### config.mk
export PLATFORM = sky130hd
export DESIGN_NAME = uart_tx_arbiter
export DESIGN_NICKNAME = d
export VERILOG_FILES = /design/src/rtl/uart_arb_pkg.sv /design/src/rtl/rr_picker.sv /design/src/rtl/uart_tx_arbiter.sv
export SDC_FILE = /design/constraint.sdc
export NUM_CORES = 1
export LEC_CHECK = 0
export ABC_AREA = 1
export CAP_MARGIN = 15
export CELL_PAD_IN_SITES_DETAIL_PLACEMENT = 1
export CELL_PAD_IN_SITES_GLOBAL_PLACEMENT = 1
export CORE_AREA = 4 4 77 79
export CTS_CLUSTER_DIAMETER = 200
export DETAILED_ROUTE_END_ITERATION = 10
export DIE_AREA = 0 0 81 83
export PLACE_DENSITY = 0.82
export SYNTH_ARGS = -nofsm -noshare
export SYNTH_HDL_FRONTEND = slang
export SYNTH_SLANG_ARGS = --single-unit
### constraint.sdc
create_clock -name clk_i -period 2.55 [get_ports clk_i]
set_input_delay 0.51 -clock clk_i [delete_from_list [all_inputs] [get_ports clk_i]]
set_output_delay 0.51 -clock clk_i [all_outputs]
set_load 0.02 [all_outputs]
### src/rtl/uart_arb_pkg.sv
// Shared types and helpers for the UART TX arbiter and its picker.
package uart_arb_pkg;

  typedef enum logic {
    IDLE = 1'b0,
    BUSY = 1'b1
  } arb_state_e;

  // Burst counter must hold 0..max_burst; never narrower than one bit.
  function automatic int cnt_width(input int max_burst);
    int w;
    w = $clog2(max_burst + 1);
    return (w < 1) ? 1 : w;
  endfunction

endpackage

### src/rtl/rr_picker.sv
// Combinational rotating-priority selector: picks the first set request at or
// after ptr, wrapping around, and returns it as one-hot plus binary index.
module rr_picker #(
  parameter  int N     = 4,
  localparam int IDX_W = (N > 1) ? $clog2(N) : 1
) (
  input  logic [N-1:0]     req,
  input  logic [IDX_W-1:0] ptr,
  output logic [N-1:0]     gnt,
  output logic [IDX_W-1:0] idx
);

  logic             found;
  logic [IDX_W-1:0] cand;
  int               pos;

  always_comb begin
    gnt   = '0;
    idx   = '0;
    found = 1'b0;
    cand  = '0;
    pos   = 0;
    for (int i = 0; i < N; i++) begin
      pos = int'(ptr) + i;
      if (pos >= N) pos = pos - N;
      cand = IDX_W'(pos);
      if (!found && req[cand]) begin
        found     = 1'b1;
        gnt[cand] = 1'b1;
        idx       = cand;
      end
    end
  end

endmodule

### src/rtl/uart_tx_arbiter.sv
// Round-robin, packet-locked arbiter sharing one UART TX serializer among NUM_REQ
// requesters; a grant lasts until a byte marked last or MAX_BURST bytes transfer.
//
// state | meaning
// IDLE  | no owner; next owner picked from rr_ptr when any request is valid
// BUSY  | grant_o owner streams bytes straight through to the serializer
module uart_tx_arbiter
  import uart_arb_pkg::*;
#(
  parameter int NUM_REQ   = 4,
  parameter int DATA_W    = 8,
  parameter int MAX_BURST = 16
) (
  input  logic                        clk_i,
  input  logic                        rst_i,
  input  logic [NUM_REQ-1:0]          req_valid_i,
  input  logic [NUM_REQ*DATA_W-1:0]   req_data_i,
  input  logic [NUM_REQ-1:0]          req_last_i,
  output logic [NUM_REQ-1:0]          req_ready_o,
  output logic                        tx_valid_o,
  output logic [DATA_W-1:0]           tx_data_o,
  input  logic                        tx_ready_i,
  output logic [NUM_REQ-1:0]          grant_o,
  output logic                        busy_o
);

  localparam int IDX_W = (NUM_REQ > 1) ? $clog2(NUM_REQ) : 1;
  localparam int CNT_W = cnt_width(MAX_BURST);
  localparam bit BURST_EN = (MAX_BURST > 0);
  localparam logic [CNT_W-1:0] BURST_LAST = BURST_EN ? CNT_W'(MAX_BURST - 1) : '0;
  localparam logic [IDX_W-1:0] LAST_IDX = IDX_W'(NUM_REQ - 1);

  arb_state_e       state;
  logic [IDX_W-1:0] rr_ptr;
  logic [IDX_W-1:0] owner_idx;
  logic [CNT_W-1:0] burst_cnt;

  logic [NUM_REQ-1:0] pick_gnt;
  logic [IDX_W-1:0]   pick_idx;
  logic               owner_valid;
  logic               owner_last;
  logic [DATA_W-1:0]  owner_data;
  logic               xfer;
  logic               burst_hit;
  logic [IDX_W-1:0]   next_ptr;

  rr_picker #(
    .N (NUM_REQ)
  ) u_picker (
    .req (req_valid_i),
    .ptr (rr_ptr),
    .gnt (pick_gnt),
    .idx (pick_idx)
  );

  // grant_o is all-zero outside BUSY, so masking by it also gates the IDLE outputs.
  always_comb begin
    owner_data = '0;
    for (int k = 0; k < NUM_REQ; k++) begin
      if (grant_o[k]) owner_data = owner_data | req_data_i[k*DATA_W +: DATA_W];
    end
  end

  assign owner_valid = |(req_valid_i & grant_o);
  assign owner_last  = |(req_last_i & grant_o);

  assign tx_valid_o  = owner_valid;
  assign tx_data_o   = owner_valid ? owner_data : '0;
  assign req_ready_o = tx_ready_i ? grant_o : '0;

  assign xfer      = owner_valid & tx_ready_i;
  assign burst_hit = BURST_EN && (burst_cnt == BURST_LAST);
  assign next_ptr  = (owner_idx == LAST_IDX) ? '0 : owner_idx + 1'b1;

  always_ff @(posedge clk_i) begin
    if (rst_i) begin
      state     <= IDLE;
      grant_o   <= '0;
      busy_o    <= 1'b0;
      owner_idx <= '0;
      rr_ptr    <= '0;
      burst_cnt <= '0;
    end else begin
      case (state)
        IDLE: begin
          if (|req_valid_i) begin
            state     <= BUSY;
            grant_o   <= pick_gnt;
            busy_o    <= 1'b1;
            owner_idx <= pick_idx;
            burst_cnt <= '0;
          end
        end
        BUSY: begin
          if (xfer) begin
            burst_cnt <= burst_cnt + 1'b1;
            // last and burst limit in the same byte still give a single release
            if (owner_last || burst_hit) begin
              state   <= IDLE;
              grant_o <= '0;
              busy_o  <= 1'b0;
              rr_ptr  <= next_ptr;
            end
          end
        end
        default: begin
          state   <= IDLE;
          grant_o <= '0;
          busy_o  <= 1'b0;
        end
      endcase
    end
  end

endmodule

==> results.json, run 1 <==
{
  "status": "finished, final reports clean",
  "synth_edf_count": 0,
  "fmax_mhz": 428,
  "drv_slew": 0,
  "totalPowerFinal_uw": 663,
  "wl_per_cell_um": 14.1,
  "start_util_pct": 27.0,
  "clk_pin_slew_ns": 0.06,
  "cp.required_ns": 2.04,
  "worstSetupEndpointType": "output pin",
  "r2r_setup_slack_ns": 0.55,
  "cts_tree": "built",
  "grt.total_usage_pct": 16.0,
  "worst_slew_pin_slew_ns": 0.482,
  "crit_path_frequent_cell": "nand2_1",
  "p_switching_uw": 197,
  "final_cell_mix": "nand2_1 (79), clkdlybuf4s50_1 (51), nand3_1 (30)",
  "wl_mm": 5.15,
  "cts_root_buffer": "clkbuf_8",
  "holdWs_ns": 0.474,
  "clk_latency_ns": 0.25,
  "syn-cell-area_um2": 1440,
  "max-vdd-ir-drop_v": 0.000290,
  "die_w_um": 81,
  "hold_viol": 0,
  "post-route-util_pct": 41.6,
  "drt.antenna.violating_nets": 0,
  "synthCells": 224,
  "clockBufferDepth": 2,
  "max_slew_margin_pct": 67.8,
  "mostFrequentLayoutCell": "nand2_1",
  "io_buffers": 60,
  "drv_cap": 0,
  "holdCritStartpoint": "burst_cnt[4]",
  "synth_ff_type": "dfxtp_1",
  "holdPathStages": 2,
  "syn_nets": 277,
  "yosysWarnings": 0,
  "critPathMaxStageDelay_ns": 0.43,
  "power_frac_clock_pct": 28.8,
  "slowest_stage": "clkdlybuf4s50_1",
  "gp_congestion": 0.799,
  "fin_skew_ns": 0.00312,
  "r2r-end": "grant_o[0]",
  "rsz0062_at_grt": "no",
  "cp-start-kind": "primary input",
  "dpl.hpwl_mm": 4.27,
  "die-area_um2": 6720,
  "rows": 27,
  "powerDensity_nw_per_um2": 299,
  "power_leakage_nw": 0.932,
  "crit_fanout": 9,
  "p_seq_share_pct": 38.1,
  "clock_sinks": 15,
  "diodes": 0,
  "crit_arrival_ns": 1.83,
  "die_y_um": 83,
  "overflow": 0,
  "ys_types": 26,
  "setup_viol": 0,
  "rr_worst_depth": 10,
  "p_sw_share_pct": 29.7,
  "seq_area_um2": 300,
  "syn_avg_cell_area_um2": 6.42,
  "multi_input_area_um2": 1010,
  "ys_async_sr_fraction_pct": 0,
  "n_fill_cell": 728,
  "antenna_found_initial": 0,
  "drive_gt1_share_pct": 14.3,
  "grt_max_degree": 13,
  "fin_setup_tns_ns": 0,
  "nets": 348,
  "yosysSeqAreaShare_pct": 20.9,
  "top_level_ports": 61,
  "path_cells": "clkdlybuf4s50_1, nand2_1, nand2_1, nor2_4, buf_4, inv_2, dlygate4sd2_1",
  "pwr-share-comb_pct": 33.1,
  "drt_pre_antenna_iters": 4,
  "drc": 0,
  "area_growth_pct": 54.3,
  "power.internal_uw": 466,
  "cts_buffers": 3,
  "hp-class": "register to register",
  "crit_type": "primary input to output pin",
  "ys_ff_latch": 15,
  "core_area_um2": 5340,
  "hold_buffers": 0,
  "grt_pass1_wl_mm": 8.69,
  "routed-via-count": 1772,
  "min_period_over_period_pct": 91.7,
  "grt_pass1_vias": 1818,
  "first_iter_violations": 40,
  "h-tree-depth": 1,
  "r2r_start": "rr_ptr[0]",
  "drt-vias-per-instance": 4.84,
  "min_to": "burst_cnt[4]",
  "period_needed_ns": 2.34
}
## timing repair
item	CTS	global route
endpoints found under the setup margin	9	0
setup buffers	0	0
gates resized for setup	9	0
## state kept, by name (all words and copies together), names as in the netlist
register,cells
owner_idx,2
state,1
rr_ptr,2
burst_cnt,5
grant_o,4
busy_o,1
## Yosys cell counts (3+ instances only)
master    count  area share, %
nand2_1      79             21
nand3_1      30             10
dfxtp_1      15             21
inv_1        14            3.7
a21oi_1      13            4.5
ha_1         10            8.7
a41oi_1       8            4.9
inv_2         7            1.8
nor2_1        7            1.8
clkbuf_1      5            1.3
a21boi_0      4            2.1
a21oi_2       4            2.4
nand2_4       4            3.1
nor2_4        4            3.1
nand2_2       3            1.3
nand4_1       3            1.3
## power groups by stage
| stage | Sequential, mW | Clock [mW] | Combinational [mW] |
|---|---|---|---|
| global placement | 0.257 | 0 | 0.218 |
| floorplan | 0.258 | 0 | 0.0970 |
| global route | 0.254 | 0.207 | 0.240 |
| finish | 0.252 | 0.191 | 0.220 |
| detailed placement | 0.258 | 0 | 0.224 |
| CTS | 0.252 | 0.201 | 0.222 |
## final cells by class
| type | count | area share, % |
|---|---|---|
| Tap cell | 72 | 4.06 |
| Sequential cell | 15 | 13.5 |
| Timing Repair Buffer | 73 | 30.9 |
| Clock buffer | 4 | 2.03 |
| Multi-Input combinational cell | 180 | 45.5 |
| Inverter | 22 | 3.95 |
## per-stage QoR
step / instance area, um2 / setup WS (ns) / cells
finish: 2220 / 0.211 / 366
global route: 2220 / 0.132 / 366
CTS: 2220 / 0.192 / 366
detailed placement: 2190 / -0.0580 / 362
global placement: 2190 / 0.00864 / 362
floorplan: 1440 / 0.751 / 224
## layer usage
metal	part of all wire (%)	track usage, %	vias to the layer above
met5	0	0	-
met4	2.7	5.84	0
met3	5.5	3.58	13
met2	48	26.7	45
met1	43	19.7	830
li1	-	-	884
## cells by family after synthesis
group,count (synthesis),synth area share (%)
AND/OR/NAND/NOR,134,44.5
AO/OA/AOI/OAI,35,16.3
buffers and inverters,29,8.96
flip-flops,15,20.9
adder cells (fa/ha/maj),10,8.70
XOR/XNOR,1,0.609
## worst max-delay path by stage
stage,start,end,slack (ns),cells past startpoint
3_3_place_gp,req_valid_i[0],tx_data_o[4],0.009,6
3_5_place_dp,req_valid_i[3],tx_data_o[2],-0.06,6
6_report,req_valid_i[2],tx_valid_o,0.21,7
2_1_floorplan,rr_ptr[1],grant_o[3],0.75,11
4_1_cts,req_valid_i[2],tx_valid_o,0.19,7
5_1_grt,req_valid_i[0],tx_valid_o,0.13,7
## critical path: cells and delay by family
| kind | cells | cell delay (ns) |
|---|---|---|
| buffers and inverters | 4 | 0.93 |
| and+or+nand+nor | 3 | 0.40 |
Note: power is estimated with default switching activity, not from simulation.
==> run 2, diff against run 1 <==
CORE_AREA = 4 4 64 66   (was 4 4 77 79)
DIE_AREA = 0 0 68 70   (was 0 0 81 83)
DONT_BUFFER_PORTS = 1   (was not set)
PLACE_DENSITY = 0.81   (was 0.82)
==> run 2 against run 1 <==
Power decreased by 23%. Sequential power increased by 2%. Final cell count decreased by 25%. Die area decreased by 29%. Sequential share of layout area increased by 6.2 points. Via count decreased by 14%. Critical path depth decreased by 4. Clock skew increased by 0.0066 ns. Cell area decreased by 31%. Non-clock buffer count decreased by 68. Critical endpoint is now tx_data_o[5]. Highest routed layer unchanged.
==> results.json, run 2 (synthesized netlist as in run 1, its figures left out) <==
{
  "largest_register_ffs": 5,
  "drc": 0,
  "cts_tree": "built",
  "power_leakage_nw": 0.621,
  "mostFrequentLayoutCell": "nand2_1",
  "post_dp_cell_area_um2": 1500,
  "hp-class": "primary input to register",
  "gp_congestion": 0.862,
  "hold_viol": 0,
  "totalPowerFinal_uw": 513,
  "antenna_found_initial": 0,
  "overflow": 0,
  "grt_pass1_wl_mm": 6.89,
  "grt.total_usage_pct": 18.3,
  "wl_mm": 4.13,
  "largestRegisters": "burst_cnt (5), grant_o (4)",
  "drv_slew": 0,
  "cp-start-kind": "register",
  "cts_resized": 0,
  "finish.instance_area_um2": 1520,
  "r2r-end": "grant_o[3]",
  "cts_setup_buffers": 0,
  "clk_latency_ns": 0.30,
  "crit_type": "register to output pin",
  "worstSetupEndpointType": "output pin",
  "r2r_start": "rr_ptr[1]",
  "die_y_um": 70,
  "die_w_um": 68,
  "area_growth_pct": 5.83,
  "final_cell_mix": "nand2_1 (79), nand3_1 (30), dfxtp_1 (15)",
  "powerDensity_nw_per_um2": 337,
  "crit_arrival_ns": 1.62,
  "rows": 22,
  "top_register": "burst_cnt",
  "clockBufferDepth": 2,
  "grt_pass1_vias": 1585,
  "drv_cap": 0,
  "start_util_pct": 40.2,
  "r2r_setup_slack_ns": 0.48,
  "clock_sinks": 15,
  "min_period_over_period_pct": 83.6,
  "fin_skew_ns": 0.00973,
  "rsz0062_at_grt": "no",
  "drt.antenna.violating_nets": 0,
  "rr_worst_depth": 10,
  "drt-vias-per-instance": 5.56,
  "io_buffers": 0,
  "h-tree-depth": 1,
  "period_needed_ns": 2.13,
  "startpoint": "grant_o[2]",
  "status": "finished, final reports clean",
  "cts_buffers": 3,
  "crit_fanout": 11,
  "nets": 280,
  "die-area_um2": 4760,
  "clk_pin_slew_ns": 0.10,
  "first_iter_violations": 39,
  "cp.required_ns": 2.04,
  "drt_pre_antenna_iters": 4,
  "critPathCapture": "tx_data_o[5]",
  "fmax_mhz": 469,
  "hold_buffers": 0,
  "routed-via-count": 1524,
  "max_slew_margin_pct": 62.4,
  "max-vdd-ir-drop_v": 0.000261,
  "drive_gt1_share_pct": 15.5,
  "top_level_ports": 61,
  "dpl.hpwl_mm": 3.42,
  "grt_max_degree": 13,
  "diodes": 0,
  "cts_root_buffer": "clkbuf_4",
  "wl_per_cell_um": 15.1,
  "fin_setup_tns_ns": 0,
  "core_area_um2": 3580,
  "worst_slew_pin_slew_ns": 0.557,
  "setup_viol": 0
}
[run 2: cell count changes in the layout (fill, tap and decap cells not counted)]
| cell | before | now |
|---|---|---|
| buf_4 | 13 | 5 |
| clkdlybuf4s50_1 | 51 | 0 |
| clkinv_2 | 0 | 1 |
| dlygate4sd2_1 | 9 | 0 |
| clkbuf_8 | 3 | 0 |
| clkbuf_1 | 1 | 0 |
| clkbuf_4 | 0 | 3 |
[run 2: power by group]
group | internal [mW] | switching, mW | total, mW
Combinational | 0.0360 | 0.0774 | 0.113
Sequential | 0.242 | 0.0138 | 0.256
Clock | 0.0585 | 0.0852 | 0.144
[run 2: per-stage QoR]
stage	hold slack, ns	util [%]	setup WS (ns)	std cells
2_1_floorplan	0.439	-	0.751	224
3_3_place_gp	0.450	41.8	0.567	270
3_5_place_dp	0.453	41.8	0.480	270
4_1_cts	0.238	42.6	0.371	274
5_1_grt	0.224	42.6	0.205	274
6_report	0.256	42.6	0.417	274
[run 2: per-layer routing]
layer	wire (um)	global-route usage, %
met3	339	3.86
met5	0	0
met2	1950	31.5
met1	1750	21.6
met4	85	6.62
[run 2: how the worst min path moves through the flow]
stage                         endpoint  cells after the start    startpoint  slack, ns
after floorplan           burst_cnt[4]                      2  burst_cnt[4]       0.44
after global placement    burst_cnt[4]                      2  burst_cnt[4]       0.45
after detailed placement  burst_cnt[4]                      2  burst_cnt[4]       0.45
after CTS                   grant_o[2]                      1         rst_i       0.24
after global routing        grant_o[0]                      1         rst_i       0.22
final                       grant_o[2]                      1         rst_i       0.26
[run 2: critical path, cell delays in order (launching register included)]
cell     delay [ns]
dfxtp_1        0.56
buf_4          0.23
nand2_1        0.06
a41oi_1        0.47
[run 2: cell type report]
type	instances	area [um2]
Multi-Input combinational cell	180	1010
Inverter	22	87.6
Timing Repair Buffer	5	37.5
Tap cell	48	60.1
Clock inverter	1	5.00
Fill cell	514	2060
Sequential cell	15	300
Clock buffer	3	22.5
